$ cat config.mk
export PLATFORM = sky130hd
export DESIGN_NAME = ifu_fetch_flat
export DESIGN_NICKNAME = d
export VERILOG_FILES = /design/src/rtl/ifu_fetch_pkg.sv /design/src/rtl/ifu_fetch_if.sv /design/src/rtl/ifu_fifo.sv /design/src/rtl/ifu_fetch.sv /design/src/flat_wrapper.sv
export SDC_FILE = /design/constraint.sdc
export NUM_CORES = 1
export LEC_CHECK = 0
export ABC_AREA = 1
export ABC_CLOCK_PERIOD_IN_PS = 8850
export CAP_MARGIN = 10
export CORE_UTILIZATION = 40
export DETAILED_ROUTE_END_ITERATION = 8
export PLACE_DENSITY = 0.74
export SLEW_MARGIN = 0
export SYNTH_ARGS = -nofsm -noshare
export SYNTH_HDL_FRONTEND = slang
export SYNTH_SLANG_ARGS = --single-unit
$ cat constraint.sdc
create_clock -name clk -period 8.85 [get_ports clk]
set_clock_uncertainty 0.05 [all_clocks]
set_input_delay 0.885 -clock clk [delete_from_list [all_inputs] [get_ports clk]]
set_output_delay 0.885 -clock clk [all_outputs]
set_load 0.05 [all_outputs]
$ cat src/rtl/ifu_fetch_pkg.sv
// Shared types and constants for the instruction-fetch unit.
package ifu_fetch_pkg;

    localparam int XLEN = 64;
    localparam int ILEN = 32;

    localparam logic [XLEN-1:0] RESET_PC_DEF  = 64'h8000_0000;
    localparam logic [ILEN-1:0] NOP_INSTR_DEF = 32'h0000_0013;

    // Fetch sequencer states
    typedef enum logic [1:0] {
        ST_IDLE = 2'd0,   // one cycle after reset release
        ST_REQ  = 2'd1,   // memory request outstanding, data will be kept
        ST_FULL = 2'd2,   // buffer full, no request issued
        ST_DROP = 2'd3    // request outstanding, data will be discarded
    } fetch_state_e;

    // One buffered instruction together with the address it came from
    typedef struct packed {
        logic [XLEN-1:0] pc;
        logic [ILEN-1:0] instr;
    } fetch_entry_t;

    // Instructions are word aligned: the two low bits of a target are dropped
    function automatic logic [XLEN-1:0] align_pc(input logic [XLEN-1:0] pc);
        return pc & ~(XLEN'(3));
    endfunction

endpackage

$ cat src/rtl/ifu_fetch_if.sv
// Memory-port and decode-side signals of the fetch unit, grouped in one bundle.
interface ifu_fetch_if;
    import ifu_fetch_pkg::*;

    logic            o_instr_cen;
    logic [XLEN-1:0] o_instr_addr;
    logic [ILEN-1:0] i_instr;
    logic            i_instr_valid;
    logic            i_redirect;
    logic [XLEN-1:0] i_redirect_pc;
    logic            o_if_valid;
    logic [ILEN-1:0] o_if_instr;
    logic [XLEN-1:0] o_if_pc;
    logic            i_id_ready;

    // The fetch unit itself
    modport master (
        output o_instr_cen, o_instr_addr, o_if_valid, o_if_instr, o_if_pc,
        input  i_instr, i_instr_valid, i_redirect, i_redirect_pc, i_id_ready
    );

    // Memory, execute and decode as seen from the fetch unit
    modport slave (
        input  o_instr_cen, o_instr_addr, o_if_valid, o_if_instr, o_if_pc,
        output i_instr, i_instr_valid, i_redirect, i_redirect_pc, i_id_ready
    );

endinterface

$ cat src/rtl/ifu_fifo.sv
// Small synchronous FIFO with show-ahead head output and a flush.
// Flush wins over push and pop in the same cycle.
module ifu_fifo #(
    parameter int WIDTH = 96,
    parameter int DEPTH = 2
) (
    input  logic                     clk,
    input  logic                     rst_n,
    input  logic                     push,
    input  logic                     pop,
    input  logic                     flush,
    input  logic [WIDTH-1:0]         din,
    output logic [WIDTH-1:0]         dout,
    output logic                     full,
    output logic                     empty,
    output logic [$clog2(DEPTH):0]   count
);

    localparam int AW = $clog2(DEPTH);
    localparam int CW = AW + 1;
    localparam logic [CW-1:0] DEPTH_CNT = CW'(DEPTH);

    logic [WIDTH-1:0] mem_q [DEPTH];
    logic [AW-1:0]    wr_ptr_q, wr_ptr_d;
    logic [AW-1:0]    rd_ptr_q, rd_ptr_d;
    logic [CW-1:0]    count_q, count_d;
    logic             do_push, do_pop;

    assign full  = (count_q == DEPTH_CNT);
    assign empty = (count_q == '0);
    assign count = count_q;
    assign dout  = mem_q[rd_ptr_q];

    // Pointer and occupancy update; a push into a full FIFO is accepted only with a pop
    always_comb begin
        do_pop   = pop && !flush && !empty;
        do_push  = push && !flush && (!full || do_pop);
        wr_ptr_d = wr_ptr_q;
        rd_ptr_d = rd_ptr_q;
        count_d  = count_q;
        if (flush) begin
            wr_ptr_d = '0;
            rd_ptr_d = '0;
            count_d  = '0;
        end else begin
            if (do_push) wr_ptr_d = wr_ptr_q + AW'(1);
            if (do_pop)  rd_ptr_d = rd_ptr_q + AW'(1);
            unique case ({do_push, do_pop})
                2'b10:   count_d = count_q + CW'(1);
                2'b01:   count_d = count_q - CW'(1);
                default: count_d = count_q;
            endcase
        end
    end

    // Pointer and count registers
    always_ff @(posedge clk or negedge rst_n) begin
        if (!rst_n) begin
            wr_ptr_q <= '0;
            rd_ptr_q <= '0;
            count_q  <= '0;
        end else begin
            wr_ptr_q <= wr_ptr_d;
            rd_ptr_q <= rd_ptr_d;
            count_q  <= count_d;
        end
    end

    // Storage array, written at the tail
    always_ff @(posedge clk) begin
        if (do_push) mem_q[wr_ptr_q] <= din;
    end

endmodule

$ cat src/rtl/ifu_fetch.sv
// Instruction-fetch unit: owns the fetch PC, issues one memory request at a
// time, buffers responses for decode and handles redirects with a flush.
module ifu_fetch
    import ifu_fetch_pkg::*;
#(
    parameter logic [XLEN-1:0] RESET_PC   = RESET_PC_DEF,
    parameter int              FIFO_DEPTH = 2,
    parameter logic [ILEN-1:0] NOP_INSTR  = NOP_INSTR_DEF
) (
    input  logic       clk,
    input  logic       rst_n,
    ifu_fetch_if.master bus
);

    localparam int CW = $clog2(FIFO_DEPTH) + 1;
    localparam logic [CW-1:0] DEPTH_CNT = CW'(FIFO_DEPTH);

    fetch_state_e    state_q, state_d;
    logic [XLEN-1:0] fetch_pc_q, fetch_pc_d;
    logic [XLEN-1:0] drop_addr_q, drop_addr_d;

    logic            instr_cen;
    logic            fifo_push, fifo_pop, fifo_flush;
    logic            fifo_full, fifo_empty;
    logic [CW-1:0]   fifo_count, count_after;
    fetch_entry_t    push_entry, fifo_head;
    logic [XLEN-1:0] target_pc;

    assign target_pc  = align_pc(bus.i_redirect_pc);
    assign push_entry = '{pc: fetch_pc_q, instr: bus.i_instr};

    // Next-state, fetch PC and buffer control
    always_comb begin
        state_d     = state_q;
        fetch_pc_d  = fetch_pc_q;
        drop_addr_d = drop_addr_q;
        instr_cen   = 1'b0;
        fifo_push   = 1'b0;
        fifo_flush  = bus.i_redirect;
        fifo_pop    = !fifo_empty && bus.i_id_ready && !bus.i_redirect;
        count_after = fifo_count + CW'(1) - CW'(fifo_pop);

        unique case (state_q)
            ST_IDLE: begin
                state_d = ST_REQ;
                if (bus.i_redirect) fetch_pc_d = target_pc;
            end
            ST_REQ: begin
                instr_cen = 1'b1;
                if (bus.i_redirect) begin
                    fetch_pc_d = target_pc;
                    if (!bus.i_instr_valid) begin
                        // Request cannot be withdrawn: remember it and wait out its data
                        state_d     = ST_DROP;
                        drop_addr_d = fetch_pc_q;
                    end
                end else if (bus.i_instr_valid) begin
                    fifo_push  = 1'b1;
                    fetch_pc_d = fetch_pc_q + XLEN'(4);
                    if (count_after == DEPTH_CNT) state_d = ST_FULL;
                end
            end
            ST_FULL: begin
                if (bus.i_redirect) begin
                    fetch_pc_d = target_pc;
                    state_d    = ST_REQ;
                end else if (!fifo_full) begin
                    state_d = ST_REQ;
                end
            end
            ST_DROP: begin
                instr_cen = 1'b1;
                if (bus.i_redirect) fetch_pc_d = target_pc;
                // The abandoned request completes here even if a new redirect
                // arrives, otherwise nothing would ever finish it.
                if (bus.i_instr_valid) state_d = ST_REQ;
            end
            default: state_d = ST_IDLE;
        endcase
    end

    // State, fetch PC and abandoned-request address registers
    always_ff @(posedge clk or negedge rst_n) begin
        if (!rst_n) begin
            state_q     <= ST_IDLE;
            fetch_pc_q  <= RESET_PC;
            drop_addr_q <= RESET_PC;
        end else begin
            state_q     <= state_d;
            fetch_pc_q  <= fetch_pc_d;
            drop_addr_q <= drop_addr_d;
        end
    end

    ifu_fifo #(
        .WIDTH ($bits(fetch_entry_t)),
        .DEPTH (FIFO_DEPTH)
    ) u_fifo (
        .clk   (clk),
        .rst_n (rst_n),
        .push  (fifo_push),
        .pop   (fifo_pop),
        .flush (fifo_flush),
        .din   (push_entry),
        .dout  (fifo_head),
        .full  (fifo_full),
        .empty (fifo_empty),
        .count (fifo_count)
    );

    assign bus.o_instr_cen  = instr_cen;
    assign bus.o_instr_addr = (state_q == ST_DROP) ? drop_addr_q : fetch_pc_q;
    assign bus.o_if_valid   = !fifo_empty;
    assign bus.o_if_instr   = fifo_empty ? NOP_INSTR : fifo_head.instr;
    assign bus.o_if_pc      = fifo_empty ? '0 : fifo_head.pc;

endmodule

$ cat src/flat_wrapper.sv
// flat-port wrapper written by rule: the top's interface ports become plain ports
module ifu_fetch_flat import ifu_fetch_pkg::*;
#(
    parameter logic [XLEN-1:0] RESET_PC   = RESET_PC_DEF,
    parameter int              FIFO_DEPTH = 2,
    parameter logic [ILEN-1:0] NOP_INSTR  = NOP_INSTR_DEF
)
  (clk, rst_n, bus_o_instr_cen, bus_o_instr_addr, bus_o_if_valid, bus_o_if_instr, bus_o_if_pc, bus_i_instr, bus_i_instr_valid, bus_i_redirect, bus_i_redirect_pc, bus_i_id_ready);
  ifu_fetch_if bus_i ();
  input  logic clk;
  input  logic rst_n;
  output wire logic [$bits(bus_i.o_instr_cen)-1:0] bus_o_instr_cen;
  output wire logic [$bits(bus_i.o_instr_addr)-1:0] bus_o_instr_addr;
  output wire logic [$bits(bus_i.o_if_valid)-1:0] bus_o_if_valid;
  output wire logic [$bits(bus_i.o_if_instr)-1:0] bus_o_if_instr;
  output wire logic [$bits(bus_i.o_if_pc)-1:0] bus_o_if_pc;
  input wire logic [$bits(bus_i.i_instr)-1:0] bus_i_instr;
  input wire logic [$bits(bus_i.i_instr_valid)-1:0] bus_i_instr_valid;
  input wire logic [$bits(bus_i.i_redirect)-1:0] bus_i_redirect;
  input wire logic [$bits(bus_i.i_redirect_pc)-1:0] bus_i_redirect_pc;
  input wire logic [$bits(bus_i.i_id_ready)-1:0] bus_i_id_ready;
  assign bus_o_instr_cen = bus_i.o_instr_cen;
  assign bus_o_instr_addr = bus_i.o_instr_addr;
  assign bus_o_if_valid = bus_i.o_if_valid;
  assign bus_o_if_instr = bus_i.o_if_instr;
  assign bus_o_if_pc = bus_i.o_if_pc;
  assign bus_i.i_instr = bus_i_instr;
  assign bus_i.i_instr_valid = bus_i_instr_valid;
  assign bus_i.i_redirect = bus_i_redirect;
  assign bus_i.i_redirect_pc = bus_i_redirect_pc;
  assign bus_i.i_id_ready = bus_i_id_ready;
  ifu_fetch #(.RESET_PC(RESET_PC), .FIFO_DEPTH(FIFO_DEPTH), .NOP_INSTR(NOP_INSTR)) u_core (.clk(clk), .rst_n(rst_n), .bus(bus_i));
endmodule
==> run summary, run 1 <==
Yosys warnings = 0
initial DRC count = 1165
Setup TNS Final = 0 ns
Final #Nets = 2118
HP Class = register to register
CTS tree = done
Final Hold Viols = 0
hold endpoint = u_core.drop_addr_q[58]
Finished Core Util = 51.8%
hold_sp = u_core.drop_addr_q[58]
commonest cells in the synthesized netlist = nand2_1 (443), nor2_1 (332), o21ai_0 (256)
cts bufs inserted = 36
Synth area leader = edfxtp_1
Tmin final = 4.18 ns
Slew headroom = 24.7%
Ports = 263
# diodes = 0
H-Tree Depth = 2
row count = 71
Buffers on Ports = 256
final worst-path cycle share = 47.3%
post-synth top area share = 36.8%
post-DP HPWL = 35.0 mm
cts hold-fix bufs = 0
Setup Buffers After CTS = 0
VDD IR max = 0.370 mV
CP required = 7.92 ns
synth unique cells = 41
CP arrival = 3.25 ns
reg2reg start = u_core.u_fifo.count[0]
Setup Viol. Count Final = 0
Slew @ Worst Pin = 1.13 ns
CORE AREA = 37700 sq um
first-pass GRT wire length = 75.3 mm
Slew Limit Fails = 0
WL final = 50.0 mm
crit path launch type = register
Post-Place Cells = 2487
1st-pass router iterations = 5
starting density of the core = 40.7%
CTS root buf = clkbuf_16
Resize count post-CTS = 0
Mapped Cells = 1790
FFs w/ async S/R, synth = 40.9%
Routed Antenna Nets = 0
Finished Layout Cells = 2551
Global Route Usage Sum = 25.6%
initial antenna violation count = 0
Layout area overhead = 27.2%
Area contributors post-synth = edfxtp_1 (37%), dfrtp_1 (21%), nand2_1 (11%), o21ai_0 (8.3%), nor2_1 (8.1%)
FF-to-FF setup slack = 4.99 ns
Vias/cell = 5.25
layout cells sized above 1 = 5.98%
highest clock rate = 239 MHz
residual DRC count = 0
Worst Reg-to-Reg Cells = 9
Critical R2R Capture = u_core.u_fifo.mem_q[0][85]
Die H = 198 um
Post-synth EDFFs = 188
grt ovf = 0
clk buf depth = 3
WHS Path Cells = 2
Clock Pin Slew Worst Setup and Hold Paths = 0.06 ns
CP Capture Type = output pin
crit-path max FO = 96
post-route cell area = 19500 sq um
PwrDens = 379 nW/um^2
Leak Pwr = 7.87 nW
run status = complete, no violations
later-pin clock latency in the skew report = 0.54 ns
vias in the first global route = 13100
DR vias = 13400
die area = 39100 sq um
most common cell in the synthesized netlist = nand2_1
Synth Cell Area = 15300 sq um
# Max-Cap Violations = 0
Syn Area/Cell = 8.57 sq um
CP Class = register to output pin
RSZ-0062 raised after global routing = false
register area share after synthesis = 58.0%
ys flop type = edfxtp_1
post-synthesis register bit count = 318
die width = 198 um
Final Wtd Congestion = 0.917
pin count of the biggest net entering global routing = 125
WL per Instance = 19.6 um
DP Area = 18300 sq um
CTS sink count = 318
## layout by cell type (no fill, tap or decap), drive strengths merged, types with 6 or more instances in the layout
| cell type | count |
|---|---|
| xor2 | 6 |
| edfxtp | 188 |
| o21ai | 263 |
| nor3 | 12 |
| clkinv | 6 |
| clkdlybuf4s50 | 255 |
| nand4 | 11 |
| clkbuf | 53 |
| buf | 15 |
| dfrtp | 128 |
| a21oi | 21 |
| a31oi | 7 |
| nand2 | 452 |
| nand3 | 88 |
| nor2 | 353 |
| o22ai | 19 |
| inv | 130 |
## sequential cells by signal, summed over array words and instances, names as in the netlist
signal                  cells
u_core.drop_addr_q         62
u_core.fetch_pc_q          62
u_core.state_q              2
u_core.u_fifo.count         2
u_core.u_fifo.mem_q       188
u_core.u_fifo.rd_ptr_q      1
u_core.u_fifo.wr_ptr_q      1
## metal layers
| layer | routed length, um | vias up | share of wire [%] | track usage, % |
|---|---|---|---|---|
| li1 | - | 6355 | - | - |
| met1 | 21400 | 6297 | 43 | 34.8 |
| met2 | 22100 | 625 | 44 | 40.0 |
| met3 | 4650 | 109 | 9.3 | 5.48 |
| met4 | 1860 | 0 | 3.7 | 9.85 |
| met5 | 0 | - | 0 | 0 |
## metrics by stage
stage | setup WS (ns) | hold slack (ns) | total power, mW
floorplan | 2.71 | 0.403 | 4.61
global placement | 4.30 | 0.417 | 5.85
detailed placement | 4.25 | 0.425 | 5.90
CTS | 4.65 | 0.439 | 7.43
global route | 4.44 | 0.457 | 7.77
finish | 4.67 | 0.434 | 7.40
## cell families after synthesis
logic type,after synthesis,synth area share (%)
buf+inv,214,5.62
compound gates,325,11.1
simple gates,922,24.6
fa+ha+maj,3,0.245
flops,318,58.0
xor+xnor,7,0.400
other cells,1,0.0244
## area by class of cell
class | instances | area (sq um)
sequential | 318 | 8900
inverter | 127 | 477
fill | 3467 | 18200
tap | 511 | 639
clock inverter | 11 | 130
timing repair buffer | 270 | 2670
multi-input combinational | 1261 | 5630
clock buffer | 53 | 1060
## power breakdown
part	internal [mW]	total (mW)	switching, mW
clock	0.897	1.51	0.612
combinational	1.03	3.61	2.58
sequential	1.95	2.29	0.337
total	3.87	7.40	3.53
## worst max-delay path: stages, from the launching register on
cell and delay (ns):
dfrtp_1 0.37, inv_1 0.10, ha_1 0.21, inv_2 0.04, buf_4 0.64, o21ai_0 0.21, nor2_1 0.22, clkdlybuf4s50_1 0.84
## worst max path at each step
| stage | start | to | cells past startpoint | slack (ns) |
|---|---|---|---|---|
| finish | u_core.u_fifo.count[0] | bus_o_if_pc[47] | 7 | 4.67 |
| global placement | bus_i_redirect | u_core.u_fifo.mem_q[0][82] | 9 | 4.30 |
| detailed placement | bus_i_redirect | u_core.u_fifo.mem_q[0][85] | 9 | 4.25 |
| floorplan | bus_i_redirect | u_core.u_fifo.mem_q[1][0] | 6 | 2.71 |
| CTS | u_core.u_fifo.count[0] | bus_o_if_pc[47] | 7 | 4.65 |
| global route | u_core.u_fifo.count[0] | bus_o_if_pc[47] | 7 | 4.44 |
(Power assumes the default switching activity.)
==> inputs of run 2 (changes only) <==
--- a/config.mk
+++ b/config.mk
@@ -6,11 +6,11 @@
 export NUM_CORES = 1
 export LEC_CHECK = 0
 export ABC_AREA = 1
-export ABC_CLOCK_PERIOD_IN_PS = 8850
+export ABC_CLOCK_PERIOD_IN_PS = 3500
 export CAP_MARGIN = 10
 export CORE_UTILIZATION = 40
 export DETAILED_ROUTE_END_ITERATION = 8
-export PLACE_DENSITY = 0.74
+export PLACE_DENSITY = 0.77
 export SLEW_MARGIN = 0
 export SYNTH_ARGS = -nofsm -noshare
 export SYNTH_HDL_FRONTEND = slang
==> constraint.sdc (replaced) <==
create_clock -name clk -period 3.5 [get_ports clk]
set_clock_uncertainty 0.05 [all_clocks]
set_input_delay 0.35 -clock clk [delete_from_list [all_inputs] [get_ports clk]]
set_output_delay 0.35 -clock clk [all_outputs]
set_load 0.05 [all_outputs]
==> run summary, run 2 (synthesis results as in run 1) <==
run status = complete, no violations
Register Area = 8900 sq um
grt ovf = 0
cell-internal power = 9.81 mW
Buffers on Ports = 256
Design Power = 18.8 mW
CP peak stage delay = 0.86 ns
crit path launch type = register
Slew @ Worst Pin = 0.761 ns
clk buf depth = 3
cts bufs inserted = 36
Worst Reg-to-Reg Cells = 8
Clock Pin Slew Worst Setup and Hold Paths = 0.06 ns
CP Capture Type = output pin
RSZ-0062 raised after global routing = false
CTS sink count = 318
WL per Instance = 19.4 um
Final Wtd Congestion = 0.935
pre-CTS setup slack = 0.681 ns
Largest Register = u_core.u_fifo.mem_q
Regs by FF count = u_core.u_fifo.mem_q: 188 flops, u_core.drop_addr_q: 62 flops, u_core.fetch_pc_q: 62 flops
FF-to-FF setup slack = 0.79 ns
Setup Viol. Count Final = 0
DR vias = 13600
Die H = 198 um
initial antenna violation count = 1
final worst-path cycle share = 94.7%
reg2reg start = u_core.u_fifo.count[0]
highest clock rate = 302 MHz
first-pass GRT wire length = 74.1 mm
slowest CP cell = clkdlybuf4s50_1
Slew headroom = 49.3%
Tmin final = 3.31 ns
Final #Nets = 2130
DP Area = 18400 sq um
area occupied by multi-input gates = 5630 sq um
CP required = 3.10 ns
Leak Pwr = 8.12 nW
H-Tree Depth = 2
die area = 39100 sq um
crit-path max FO = 52
Global Route Usage Sum = 25.1%
VDD IR max = 1.02 mV
later-pin clock latency in the skew report = 0.53 ns
# Max-Cap Violations = 0
CP Class = register to output pin
Clk pwr share = 20.1%
1st-pass router iterations = 7
Layout fillers = 3490
HP Class = primary input to asynchronous set/reset pin
Largest register FFs = 188
CP cell instances = nand2_1 -> inv_2 -> buf_12 -> nand2_1 -> o21ai_0 -> clkdlybuf4s50_1
most common cell after layout, fill and taps aside = nand2_1
row count = 71
Layout area overhead = 28.2%
Switching Power = 9.00 mW
# diodes = 0
power share of the combinational group = 49.0%
CORE AREA = 37700 sq um
Finished Core Util = 52.2%
setup ws final = 0.186 ns
starting density of the core = 40.7%
post-route cell area = 19700 sq um
CP arrival = 2.91 ns
initial DRC count = 1376
PwrDens = 956 nW/um^2
Routed Antenna Nets = 0
Slew Limit Fails = 0
sequential group share of total power = 30.9%
CTS tree = done
Sw Share = 47.8%
WL final = 49.7 mm
pin count of the biggest net entering global routing = 130
die width = 198 um
CTS root buf = clkbuf_16
Vias/cell = 5.29
layout cells sized above 1 = 8.33%
residual DRC count = 0
Setup Buffers After CTS = 0
CP delay by family, top = buffers and inverters
most frequent cells in the layout = nand2_1 (443), nor2_1 (330), o21ai_0 (256)
Final Hold Viols = 0
critical path's most frequent cell = nand2_1
vias in the first global route = 12800
WP buf/inv = 3
Ports = 263
post-DP HPWL = 35.4 mm
Critical R2R Capture = u_core.u_fifo.mem_q[1][7]
## run 2: cell types whose count changed in the layout (fill, tap and decap cells not counted), sizes merged
| cell | change |
|---|---|
| buf | +49 |
| clkbuf | -4 |
| clkdlybuf4s50 | -45 |
| clkinv | +2 |
| clkinvlp | +4 |
| dlygate4sd3 | +1 |
| dlymetal6s2s | +7 |
| inv | -1 |
## run 2: layer usage
metal  routed length [um]  track usage [%]  vias up
li1                     -                -     6392
met1                21700             35.3     6409
met2                22000             39.0      664
met3                 4420             4.62      102
met4                 1610             8.50        2
met5                   17                0        -
## run 2: layout make-up
class | instances | share of cell area (%)
inverter | 127 | 2.42
sequential | 318 | 45.3
clock inverter | 16 | 0.846
clock buffer | 49 | 5.25
tap | 511 | 3.25
timing repair buffer | 282 | 14.4
multi-input combinational | 1261 | 28.6
## run 2: metrics by stage
stage | instances | setup TNS, ns | hold slack, ns
after floorplan | 1793 | -112.12 | 0.00441
after global placement | 2498 | 0 | 0.0941
after detailed placement | 2498 | 0 | 0.0928
after CTS | 2564 | 0 | 0.0966
after global routing | 2564 | 0 | 0.115
final | 2564 | 0 | 0.112
## run 2: how the worst max path moves through the flow
stage,endpoint,start,cells after the start
after floorplan,u_core.u_fifo.mem_q[1][0],u_core.u_fifo.count[0],7
after global placement,bus_o_instr_addr[8],u_core.state_q[0],6
after detailed placement,bus_o_if_instr[15],u_core.u_fifo.count[0],7
after CTS,bus_o_if_pc[25],u_core.u_fifo.count[0],7
after global routing,bus_o_if_pc[28],u_core.u_fifo.count[0],7
final,bus_o_instr_addr[25],u_core.state_q[0],6
## run 2: power by group through the flow
stage | Combinational [mW] | Clock, mW | Sequential, mW
global route | 9.83 | 3.99 | 5.87
CTS | 9.26 | 3.84 | 5.76
finish | 9.23 | 3.78 | 5.80
floorplan | 6.20 | 0 | 5.44
detailed placement | 9.19 | 0 | 5.83
global placement | 9.11 | 0 | 5.76
## run 2: repair_timing
action                                  4_1_cts  5_1_grt
resized for setup                             0        7
endpoints found under the hold margin       128        0
endpoints found under the setup margin        0        7
hold buffers                                  1        0
## run 2: worst reg2reg max path, cell delays in order, from the launching register on
cell	delay, ns
dfrtp_1	0.39
inv_1	0.10
ha_1	0.21
inv_2	0.19
nand3_1	0.24
a21oi_2	0.26
inv_1	0.13
nor2_4	0.45
buf_12	0.31
==> inputs of run 3 (changes only) <==
--- a/config.mk
+++ b/config.mk
@@ -9,6 +9,7 @@
 export ABC_CLOCK_PERIOD_IN_PS = 3500
 export CAP_MARGIN = 10
 export CORE_UTILIZATION = 40
+export CTS_CLUSTER_SIZE = 10
 export DETAILED_ROUTE_END_ITERATION = 8
 export PLACE_DENSITY = 0.77
 export SLEW_MARGIN = 0
==> run summary, run 3 (synthesis results as in run 1) <==
CP peak stage delay = 0.83 ns
Slew @ Worst Pin = 0.745 ns
Regs by FF count = u_core.u_fifo.mem_q: 188 flops, u_core.drop_addr_q: 62 flops, u_core.fetch_pc_q: 62 flops
Clock Pin Slew Worst Setup and Hold Paths = 0.06 ns
Buffers on Ports = 256
Vias/cell = 5.29
CTS root buf = clkbuf_16
CP arrival = 2.96 ns
residual DRC count = 0
Setup Buffers After CTS = 0
Die H = 198 um
CP Capture Type = output pin
Leak Pwr = 8.03 nW
met3 Use GR = 4.22%
Largest register FFs = 188
crit path launch type = register
sequential group share of total power = 31.0%
crit-path max FO = 82
cell-internal power = 9.74 mW
CTS tree = done
run status = complete, no violations
Final Wtd Congestion = 0.935
first-pass GRT wire length = 74.2 mm
Post-Place Cells = 2498
H-Tree Depth = 2
# Max-Cap Violations = 0
Most Crowded Layer GR = met2
Slew Limit Fails = 0
die area = 39100 sq um
vias in the first global route = 12900
1st-pass router iterations = 5
initial antenna violation count = 1
power share of the combinational group = 49.3%
CP cell instances = inv_1 -> ha_1 -> inv_2 -> buf_12 -> o21ai_0 -> nor2_1 -> clkdlybuf4s50_1
met1 usage in global routing = 35.6%
CP delay by family, top = buffers and inverters
initial DRC count = 1317
post-DP HPWL = 35.4 mm
Sw Share = 48.0%
CTS sink count = 318
most frequent cells in the layout = nand2_1 (443), nor2_1 (330), o21ai_0 (256)
Layout area overhead = 27.8%
Clk pwr share = 19.7%
CORE AREA = 37700 sq um
WL final = 49.9 mm
VDD IR max = 0.916 mV
DR vias = 13600
Worst Hold Slack = 0.0917 ns
# diodes = 0
Layout fillers = 3504
highest clock rate = 298 MHz
Slew headroom = 50.3%
CP Class = register to output pin
later-pin clock latency in the skew report = 0.53 ns
pin count of the biggest net entering global routing = 130
row count = 71
Routed Antenna Nets = 0
slowest CP cell = clkdlybuf4s50_1
Tmin final = 3.36 ns
final worst-path cycle share = 95.9%
Final Hold Viols = 0
RSZ-0062 raised after global routing = false
die width = 198 um
PwrDens = 955 nW/um^2
starting density of the core = 40.7%
HP Class = primary input to asynchronous set/reset pin
Largest Register = u_core.u_fifo.mem_q
grt ovf = 0
met2 Usage GRT = 38.7%
Final #Nets = 2133
most common cell after layout, fill and taps aside = nand2_1
CP required = 3.10 ns
clk buf depth = 3
Setup Viol. Count Final = 0
Finished Layout Cells = 2568
Ports = 263
Global Route Usage Sum = 25.2%
layout cells sized above 1 = 7.73%
WP buf/inv = 4
WL per Instance = 19.4 um
cts bufs inserted = 39
Switching Power = 8.99 mW
run 3: area by class of cell:
class	count	area, sq um	area share, %
well taps	511	639	3.26
inverters	127	477	2.43
clock buffers	62	1060	5.42
repair buffers	282	2820	14.4
multi-input cells	1261	5630	28.7
flip-flops and latches	318	8900	45.4
clock inverters	7	82.6	0.421
run 3: power by group through the flow:
stage	Sequential, mW	Clock [mW]	Combinational [mW]
after CTS	5.76	3.76	9.26
after floorplan	5.44	0	6.20
after detailed placement	5.83	0	9.19
final	5.80	3.69	9.24
after global routing	5.87	3.90	9.82
after global placement	5.76	0	9.11
run 3: final timing paths:
kind,start,end,slack [ns],cells past startpoint
max,u_core.u_fifo.count[0],bus_o_if_instr[15],0.14,7
min,rst_n,u_core.drop_addr_q[52],0.09,2
max reg2reg,u_core.u_fifo.count[0],u_core.u_fifo.mem_q[1][13],0.77,8
min reg2reg,u_core.drop_addr_q[15],u_core.drop_addr_q[15],0.43,2
max in group asynchronous,rst_n,u_core.u_fifo.rd_ptr_q,2.39,3
min in group clk,bus_i_instr[7],u_core.u_fifo.mem_q[0][7],0.35,1
run 3: per-layer routing:
metal,vias up,routed length (um)
met5,-,15
met3,106,4370
met4,2,1800
met2,645,21900
met1,6420,21900
li1,6399,-
run 3: through the flow:
stage	total power, mW	instance area, sq um	worst slack (ns)	utilization [%]	TNS, ns
after global routing	19.6	19600	0.00119	52.1	0
final	18.7	19600	0.145	52.1	0
after floorplan	11.6	15400	-0.604	-	-112.12
after detailed placement	15.0	18400	0.681	49.0	0
after global placement	14.9	18400	0.785	49.0	0
after CTS	18.8	19600	0.132	52.0	0
run 3: what timing repair did:
action | 4_1_cts | 5_1_grt
hold endpoints to repair | 128 | 0
setup endpoints to repair | 0 | 3
hold buffers | 1 | 0
resized for setup | 0 | 3
